## config.mk

```make
export PLATFORM = sky130hd
export DESIGN_NAME = alias_reduction_flat
export DESIGN_NICKNAME = d
export VERILOG_FILES = /design/src/rtl/alias_reduction_if.sv /design/src/rtl/alias_reduction.sv /design/src/flat_wrapper.sv
export SDC_FILE = /design/constraint.sdc
export NUM_CORES = 2
export LEC_CHECK = 0
export CAP_MARGIN = 30
export CELL_PAD_IN_SITES_DETAIL_PLACEMENT = 1
export CELL_PAD_IN_SITES_GLOBAL_PLACEMENT = 2
export CORE_ASPECT_RATIO = 0.75
export CORE_MARGIN = 5
export CORE_UTILIZATION = 42
export CTS_CLUSTER_DIAMETER = 50
export DETAILED_ROUTE_END_ITERATION = 7
export PLACE_DENSITY = 0.85
export REMOVE_ABC_BUFFERS = 1
export SKIP_LAST_GASP = 1
export SLEW_MARGIN = 20
export SYNTH_ARGS = -nofsm -noshare
export SYNTH_HDL_FRONTEND = slang
export SYNTH_SLANG_ARGS = --single-unit
```

## constraint.sdc

```tcl
create_clock -name clk -period 10.8 [get_ports clk]
set_input_delay 1.08 -clock clk [delete_from_list [all_inputs] [get_ports clk]]
set_output_delay 1.08 -clock clk [all_outputs]
set_load 0.01 [all_outputs]
```

## src/rtl/alias_reduction_if.sv

```systemverilog
// Control, coefficient-ROM and sample-RAM signals of the alias-reduction stage.
// The master modport is the datapath side, the slave modport is its environment.
interface alias_reduction_if #(
  parameter int DATA_WIDTH = 24
);
  logic                         start;
  logic [1:0]                   block_type;
  logic                         mixed_block;
  logic                         busy;
  logic                         done;
  logic                         coef_en;
  logic [2:0]                   coef_index;
  logic signed [17:0]           cs_data;
  logic signed [17:0]           ca_data;
  logic [9:0]                   mem_raddr;
  logic signed [DATA_WIDTH-1:0] mem_rdata;
  logic [9:0]                   mem_waddr;
  logic signed [DATA_WIDTH-1:0] mem_wdata;
  logic                         mem_we;

  modport master (
    input  start, block_type, mixed_block, cs_data, ca_data, mem_rdata,
    output busy, done, coef_en, coef_index, mem_raddr, mem_waddr, mem_wdata, mem_we
  );

  modport slave (
    output start, block_type, mixed_block, cs_data, ca_data, mem_rdata,
    input  busy, done, coef_en, coef_index, mem_raddr, mem_waddr, mem_wdata, mem_we
  );
endinterface

```

## src/rtl/alias_reduction.sv

```systemverilog
// MP3 alias-reduction butterflies applied in place across the subband boundaries of a
// 576-line sample RAM; one read/read/multiply/write/write sequence per butterfly.
module alias_reduction #(
  parameter int DATA_WIDTH = 24
) (
  input  logic              clk,
  input  logic              rst_n,
  alias_reduction_if.master bus
);
  // state | meaning:  IDLE wait for start | RD_LO lo addr + coef read | RD_HI capture lo/cs/ca, hi addr
  //   MUL capture hi, register results | WR_LO/WR_HI write back, advance | DONE one-cycle pulse
  typedef enum logic [2:0] {
    S_IDLE, S_RD_LO, S_RD_HI, S_MUL, S_WR_LO, S_WR_HI, S_DONE
  } state_t;

  localparam int PW = DATA_WIDTH + 18;
  localparam int SW = DATA_WIDTH + 19;
  localparam logic signed [SW-1:0] RND     = SW'(65536);
  localparam logic signed [SW-1:0] SAT_MAX = {{(SW-DATA_WIDTH+1){1'b0}}, {(DATA_WIDTH-1){1'b1}}};
  localparam logic signed [SW-1:0] SAT_MIN = {{(SW-DATA_WIDTH+1){1'b1}}, {(DATA_WIDTH-1){1'b0}}};

  state_t state_q, state_d;

  logic [1:0]                   block_type_q, block_type_d;
  logic                         mixed_q, mixed_d;
  logic [4:0]                   sb_q, sb_d;
  logic [2:0]                   i_q, i_d;
  logic signed [DATA_WIDTH-1:0] lo_q, lo_d;
  logic signed [17:0]           cs_q, cs_d;
  logic signed [17:0]           ca_q, ca_d;
  logic signed [DATA_WIDTH-1:0] lo_res_q, lo_res_d;
  logic signed [DATA_WIDTH-1:0] hi_res_q, hi_res_d;

  logic                         skip_start;
  logic                         last_bfly;
  logic [9:0]                   base_addr, lo_addr, hi_addr;
  logic signed [DATA_WIDTH-1:0] hi_w;
  logic signed [SW-1:0]         sum_lo, sum_hi;
  logic signed [DATA_WIDTH-1:0] lo_sat, hi_sat;

  function automatic logic signed [DATA_WIDTH-1:0] sat(input logic signed [SW-1:0] x);
    if (x > SAT_MAX) return SAT_MAX[DATA_WIDTH-1:0];
    if (x < SAT_MIN) return SAT_MIN[DATA_WIDTH-1:0];
    return x[DATA_WIDTH-1:0];
  endfunction

  always_comb begin
    skip_start = (bus.block_type == 2'd2) && !bus.mixed_block;
    last_bfly  = (i_q == 3'd7) &&
                 (sb_q == (((block_type_q == 2'd2) && mixed_q) ? 5'd1 : 5'd31));
    base_addr  = 10'(sb_q) * 10'd18;
    lo_addr    = base_addr - 10'd1 - 10'(i_q);
    hi_addr    = base_addr + 10'(i_q);
  end

  // hi is consumed straight off the RAM read port during MUL
  always_comb begin
    hi_w   = bus.mem_rdata;
    sum_lo = SW'(PW'(lo_q) * PW'(cs_q)) - SW'(PW'(hi_w) * PW'(ca_q)) + RND;
    sum_hi = SW'(PW'(hi_w) * PW'(cs_q)) + SW'(PW'(lo_q) * PW'(ca_q)) + RND;
    lo_sat = sat(sum_lo >>> 17);
    hi_sat = sat(sum_hi >>> 17);
  end

  always_ff @(posedge clk) begin
    if (!rst_n) state_q <= S_IDLE;
    else        state_q <= state_d;
  end

  always_comb begin
    state_d = state_q;
    case (state_q)
      S_IDLE:  if (bus.start) state_d = skip_start ? S_DONE : S_RD_LO;
      S_RD_LO: state_d = S_RD_HI;
      S_RD_HI: state_d = S_MUL;
      S_MUL:   state_d = S_WR_LO;
      S_WR_LO: state_d = S_WR_HI;
      S_WR_HI: state_d = last_bfly ? S_DONE : S_RD_LO;
      S_DONE:  state_d = S_IDLE;
      default: state_d = S_IDLE;
    endcase
  end

  always_comb begin
    bus.busy       = (state_q != S_IDLE);
    bus.done       = (state_q == S_DONE);
    bus.coef_en    = (state_q == S_RD_LO);
    bus.coef_index = (state_q == S_RD_LO) ? i_q : 3'd0;
    bus.mem_raddr  = (state_q == S_RD_LO) ? lo_addr :
                     (state_q == S_RD_HI) ? hi_addr : 10'd0;
    bus.mem_we     = (state_q == S_WR_LO) || (state_q == S_WR_HI);
    bus.mem_waddr  = (state_q == S_WR_LO) ? lo_addr :
                     (state_q == S_WR_HI) ? hi_addr : 10'd0;
    bus.mem_wdata  = (state_q == S_WR_LO) ? lo_res_q :
                     (state_q == S_WR_HI) ? hi_res_q : '0;
  end

  always_comb begin
    block_type_d = block_type_q;
    mixed_d      = mixed_q;
    sb_d         = sb_q;
    i_d          = i_q;
    lo_d         = lo_q;
    cs_d         = cs_q;
    ca_d         = ca_q;
    lo_res_d     = lo_res_q;
    hi_res_d     = hi_res_q;
    case (state_q)
      S_IDLE: begin
        if (bus.start) begin
          block_type_d = bus.block_type;
          mixed_d      = bus.mixed_block;
          sb_d         = 5'd1;
          i_d          = 3'd0;
        end
      end
      S_RD_HI: begin
        lo_d = bus.mem_rdata;
        cs_d = bus.cs_data;
        ca_d = bus.ca_data;
      end
      S_MUL: begin
        lo_res_d = lo_sat;
        hi_res_d = hi_sat;
      end
      S_WR_HI: begin
        if (!last_bfly) begin
          if (i_q == 3'd7) begin
            i_d  = 3'd0;
            sb_d = sb_q + 5'd1;
          end else begin
            i_d = i_q + 3'd1;
          end
        end
      end
      default: ;
    endcase
  end

  always_ff @(posedge clk) begin
    if (!rst_n) begin
      block_type_q <= 2'd0;
      mixed_q      <= 1'b0;
      sb_q         <= 5'd0;
      i_q          <= 3'd0;
      lo_q         <= '0;
      cs_q         <= '0;
      ca_q         <= '0;
      lo_res_q     <= '0;
      hi_res_q     <= '0;
    end else begin
      block_type_q <= block_type_d;
      mixed_q      <= mixed_d;
      sb_q         <= sb_d;
      i_q          <= i_d;
      lo_q         <= lo_d;
      cs_q         <= cs_d;
      ca_q         <= ca_d;
      lo_res_q     <= lo_res_d;
      hi_res_q     <= hi_res_d;
    end
  end
endmodule

```

## src/flat_wrapper.sv

```systemverilog
// flat-port wrapper written by rule: the top's interface ports become plain ports
module alias_reduction_flat 
#(
  parameter int DATA_WIDTH = 24
)
  (clk, rst_n, bus_start, bus_block_type, bus_mixed_block, bus_cs_data, bus_ca_data, bus_mem_rdata, bus_busy, bus_done, bus_coef_en, bus_coef_index, bus_mem_raddr, bus_mem_waddr, bus_mem_wdata, bus_mem_we);
  alias_reduction_if #(.DATA_WIDTH(DATA_WIDTH)) bus_i ();
  input  logic clk;
  input  logic rst_n;
  input wire logic [$bits(bus_i.start)-1:0] bus_start;
  input wire logic [$bits(bus_i.block_type)-1:0] bus_block_type;
  input wire logic [$bits(bus_i.mixed_block)-1:0] bus_mixed_block;
  input wire logic [$bits(bus_i.cs_data)-1:0] bus_cs_data;
  input wire logic [$bits(bus_i.ca_data)-1:0] bus_ca_data;
  input wire logic [$bits(bus_i.mem_rdata)-1:0] bus_mem_rdata;
  output wire logic [$bits(bus_i.busy)-1:0] bus_busy;
  output wire logic [$bits(bus_i.done)-1:0] bus_done;
  output wire logic [$bits(bus_i.coef_en)-1:0] bus_coef_en;
  output wire logic [$bits(bus_i.coef_index)-1:0] bus_coef_index;
  output wire logic [$bits(bus_i.mem_raddr)-1:0] bus_mem_raddr;
  output wire logic [$bits(bus_i.mem_waddr)-1:0] bus_mem_waddr;
  output wire logic [$bits(bus_i.mem_wdata)-1:0] bus_mem_wdata;
  output wire logic [$bits(bus_i.mem_we)-1:0] bus_mem_we;
  assign bus_i.start = bus_start;
  assign bus_i.block_type = bus_block_type;
  assign bus_i.mixed_block = bus_mixed_block;
  assign bus_i.cs_data = bus_cs_data;
  assign bus_i.ca_data = bus_ca_data;
  assign bus_i.mem_rdata = bus_mem_rdata;
  assign bus_busy = bus_i.busy;
  assign bus_done = bus_i.done;
  assign bus_coef_en = bus_i.coef_en;
  assign bus_coef_index = bus_i.coef_index;
  assign bus_mem_raddr = bus_i.mem_raddr;
  assign bus_mem_waddr = bus_i.mem_waddr;
  assign bus_mem_wdata = bus_i.mem_wdata;
  assign bus_mem_we = bus_i.mem_we;
  alias_reduction #(.DATA_WIDTH(DATA_WIDTH)) u_core (.clk(clk), .rst_n(rst_n), .bus(bus_i));
endmodule
```

==> summary.md <==
| Metric | Value |
|---|---|
| Status | finished, final reports clean |
| Max clock buf depth | 2 |
| DR iter-0 viols | 3459 |
| Num CTS Buffers | 17 |
| Commonest non-fill, non-tap cell in the layout | inv_1 |
| Switching Fraction | 0.5725 |
| Hold buffers post-CTS | 0 |
| Fin nets | 10700 |
| Seq/Total Area, Yosys | 0.03410 |
| Avg Synthesized Cell Area | 8.683 µm² |
| CP Max Fanout | 21 |
| P_sw | 5933 µW |
| Delay-heaviest family, CP | adder cells |
| Mapped Cells | 8250 |
| Final worst-path cycle share | 0.9593 |
| Residual DRC | 0 |
| Met2 GRT Util | 0.4234 |
| Post-synth EDFFs | 0 |
| Post-Route WL | 238900 µm |
| M3 GR Usage | 0.03646 |
| Post-Synthesis Cell Area | 0.07163 mm² |
| GPL Wtd Cong | 0.9349 |
| Pwr/cell area | 132.6 mW/mm² |
| Crit path buf inv count | 10 |
| Met1 track demand over resource | 0.3994 |
| Count of final hold-check violations | 0 |
| Unrepaired setup endpoints after global routing | false |
| Max capacitance violation total | 0 |
| Slew HR | 0.2864 |
| Synth warn | 0 |
| Most used DFF post-synth | dfxtp_1 |
| All-Layer GR Usage | 0.2739 |
| Dpl hpwl | 201500 µm |
| Combinational power share | 0.875 |
| Vias per inst | 5.260 |
| CTS clk-pin slew, worst paths | 0.07 ns |
| Placed Instances | 10570 |
| Starting Density | 0.4218 |
| Setup crit end kind | flip-flop |
| Ports | 117 |
| CTS sink count | 122 |
| Crit path DAT | 10.79 ns |
| Clk_lat worst skew | 0.52 ns |
| #FFs+latches synth | 122 |
| Synth async-reset ratio | 0 |
| PortBufs | 116 |
| Vias in the first global route | 63180 |
| Gr ovfl total | 0 |
| Die span in x | 486.9 µm |
| Pins Over Slew Limit | 0 |
| Critical Path RT | 11.23 ns |
| Setup_tns | 0 ns |
| Critical path launch point type | primary input |
| R2R setup slack | 0.49 ns |
| Cell Rows | 131 |
| DR WL/cell | 22.50 µm |
| Synth unique cells | 81 |
| Maximum clock frequency | 96.52 MHz |
| Initial antenna violation count | 7 |
| Final setup fails | 0 |
| Total number of vias | 55830 |
| Layout cells sized above 1 | 0.06624 |
| Die Area | 0.1790 mm² |
| Worst vdd ir | 0.1669 mV |
| Clock network fraction of total power | 0.066 |
| CTS tree | yes |
| Clock Skews | 0.03102 ns |
| CP peak stage delay | 0.53 ns |
| Worst Tran Pin Value | 1.070 ns |
| P&R area growth vs syn | 9.111% |
| Design Power | 10360 µW |
| First-pass GRT wire length | 376900 µm |
| # fillers | 20010 |
| Most frequent cells in the layout | inv_1 (2011), fa_1 (1703), nand2_1 (1251), and2_1 (640), ha_1 (592) |
| Layer with the highest usage | met2 |
| Non-filler cells, final | 10610 |
| Largest net degree at the start of global routing | 63 |
| Leak Pwr | 0.04001 µW |
| Die H | 367.7 µm |
| H-Tree Depth | 4 |
| DRT antenna net count | 0 |
| Crit path time final | 10.36 ns |
| Core area | 0.1698 mm² |
| Setup Crit Path Kind | primary input to flip-flop |
| Seq pwr share | 0.060 |
| Clock root buffer | clkbuf_16 |
| Slowest stage cell on the critical path | fa_1 |
| Worst hold path type | flip-flop to flip-flop |
| Initial DRT Pass Iterations | 7 |
| P_int | 4430 µW |
[layer usage]
metal / vias up / routed length [µm]
met4: 2 / 9324
met2: 1600 / 105100
met5: - / 13
met1: 29580 / 109800
met3: 235 / 14660
li1: 24420 / -
[layout make-up]
cell class                      count  area, µm²  area share
Multi-Input combinational cell   5672      60100      0.7690
Clock buffer                       20      466.7    0.005971
Clock inverter                     12      160.2    0.002049
Sequential cell                   122       2519     0.03223
Antenna cell                        5      12.51   0.0001601
Tap cell                         2261       2829     0.03620
Timing Repair Buffer              508       4508     0.05768
Inverter                         2014       7560     0.09672
[timing repair]
item / 4_1_cts / 5_1_grt
gates cloned: 0 / 1
endpoints found under the setup margin: 4 / 48
resized for setup: 1 / 56
setup buffers: 0 / 3
pin swaps: 0 / 5
[worst reg2reg max path, delay by kind of cell (launching register included)]
| kind | cells | cell delay, ns |
|---|---|---|
| XOR/XNOR | 2 | 0.58 |
| AND/OR/NAND/NOR | 6 | 0.92 |
| AO/OA/AOI/OAI | 12 | 2.78 |
| buffers and inverters | 9 | 1.36 |
| adder cells (fa/ha/maj) | 9 | 4.00 |
| flip-flops | 1 | 0.59 |
[final timing paths]
| kind | cells after the start | to | from |
|---|---|---|---|
| worst max-delay path | 41 | u_core.hi_res_q[5]$_SDFFE_PN0P_ | bus_mem_rdata[3] |
| worst min-delay path | 2 | u_core.block_type_q[1]$_SDFFE_PN0P_ | u_core.block_type_q[1]$_SDFFE_PN0P_ |
| worst max register to register | 38 | u_core.lo_res_q[2]$_SDFFE_PN0P_ | u_core.lo_q[15]$_SDFFE_PN0P_ |
| worst min register to register | 2 | u_core.block_type_q[1]$_SDFFE_PN0P_ | u_core.block_type_q[1]$_SDFFE_PN0P_ |
[flip-flops by register name, indices dropped and copies added (netlist names)]
signal	flops
u_core.hi_res_q	24
u_core.lo_q	24
u_core.lo_res_q	24
u_core.ca_q	18
u_core.cs_q	18
u_core.sb_q	5
u_core.i_q	3
u_core.state_q	3
u_core.block_type_q	2
u_core.mixed_q	1
[logic make-up (layout without fill, tap and decap cells)]
family	count (synthesis)	after routing	synth area share
AOI/OAI and AO/OA	793	793	0.07292
xor gates and xnor gates	238	238	0.02910
adders and majority gates	2296	2296	0.5795
buffers and inverters	2456	2554	0.1293
DFF	122	122	0.03410
muxes	27	27	0.003773
other	0	5	0
and+or+nand+nor	2318	2318	0.1513
[through the flow]
stage,utilization,hold slack (ns),setup slack (ns),cell area (µm²)
2_1_floorplan,-,0.4428,0.8469,69930
3_3_place_gp,0.4549,0.4534,-0.1396,77240
3_5_place_dp,0.4552,0.4606,-0.4504,77300
4_1_cts,0.4589,0.4705,0.005968,77920
5_1_grt,0.4602,0.4940,0.02612,78150
6_report,0.4603,0.4691,0.4399,78160
[Yosys cell counts, types with 35 or more instances]
master	number	area (µm²)
dfxtp_1	122	2442
nand2_1	1252	4700
a21o_1	112	840.8
xor2_1	85	744.5
nand2b_1	54	337.8
xnor2_1	153	1340
a21boi_0	68	510.5
ha_1	593	7420
a21oi_1	205	1026
o21ai_0	154	770.7
nor2_1	197	739.5
inv_1	2011	7548
and2_1	641	4010
fa_1	1703	34090
clkbuf_1	408	1531
nand3_1	35	175.2
o21bai_1	36	270.3
[power by group through the flow]
stage                     clock (µW)  sequential, µW  combinational [µW]
after global routing             703             620                9990
final                            681             619                9060
after global placement             0             630                8580
after floorplan                    0             627                5040
after detailed placement           0             626                8850
after CTS                        690             615                8910
Note: power is estimated with default switching activity, not from simulation.
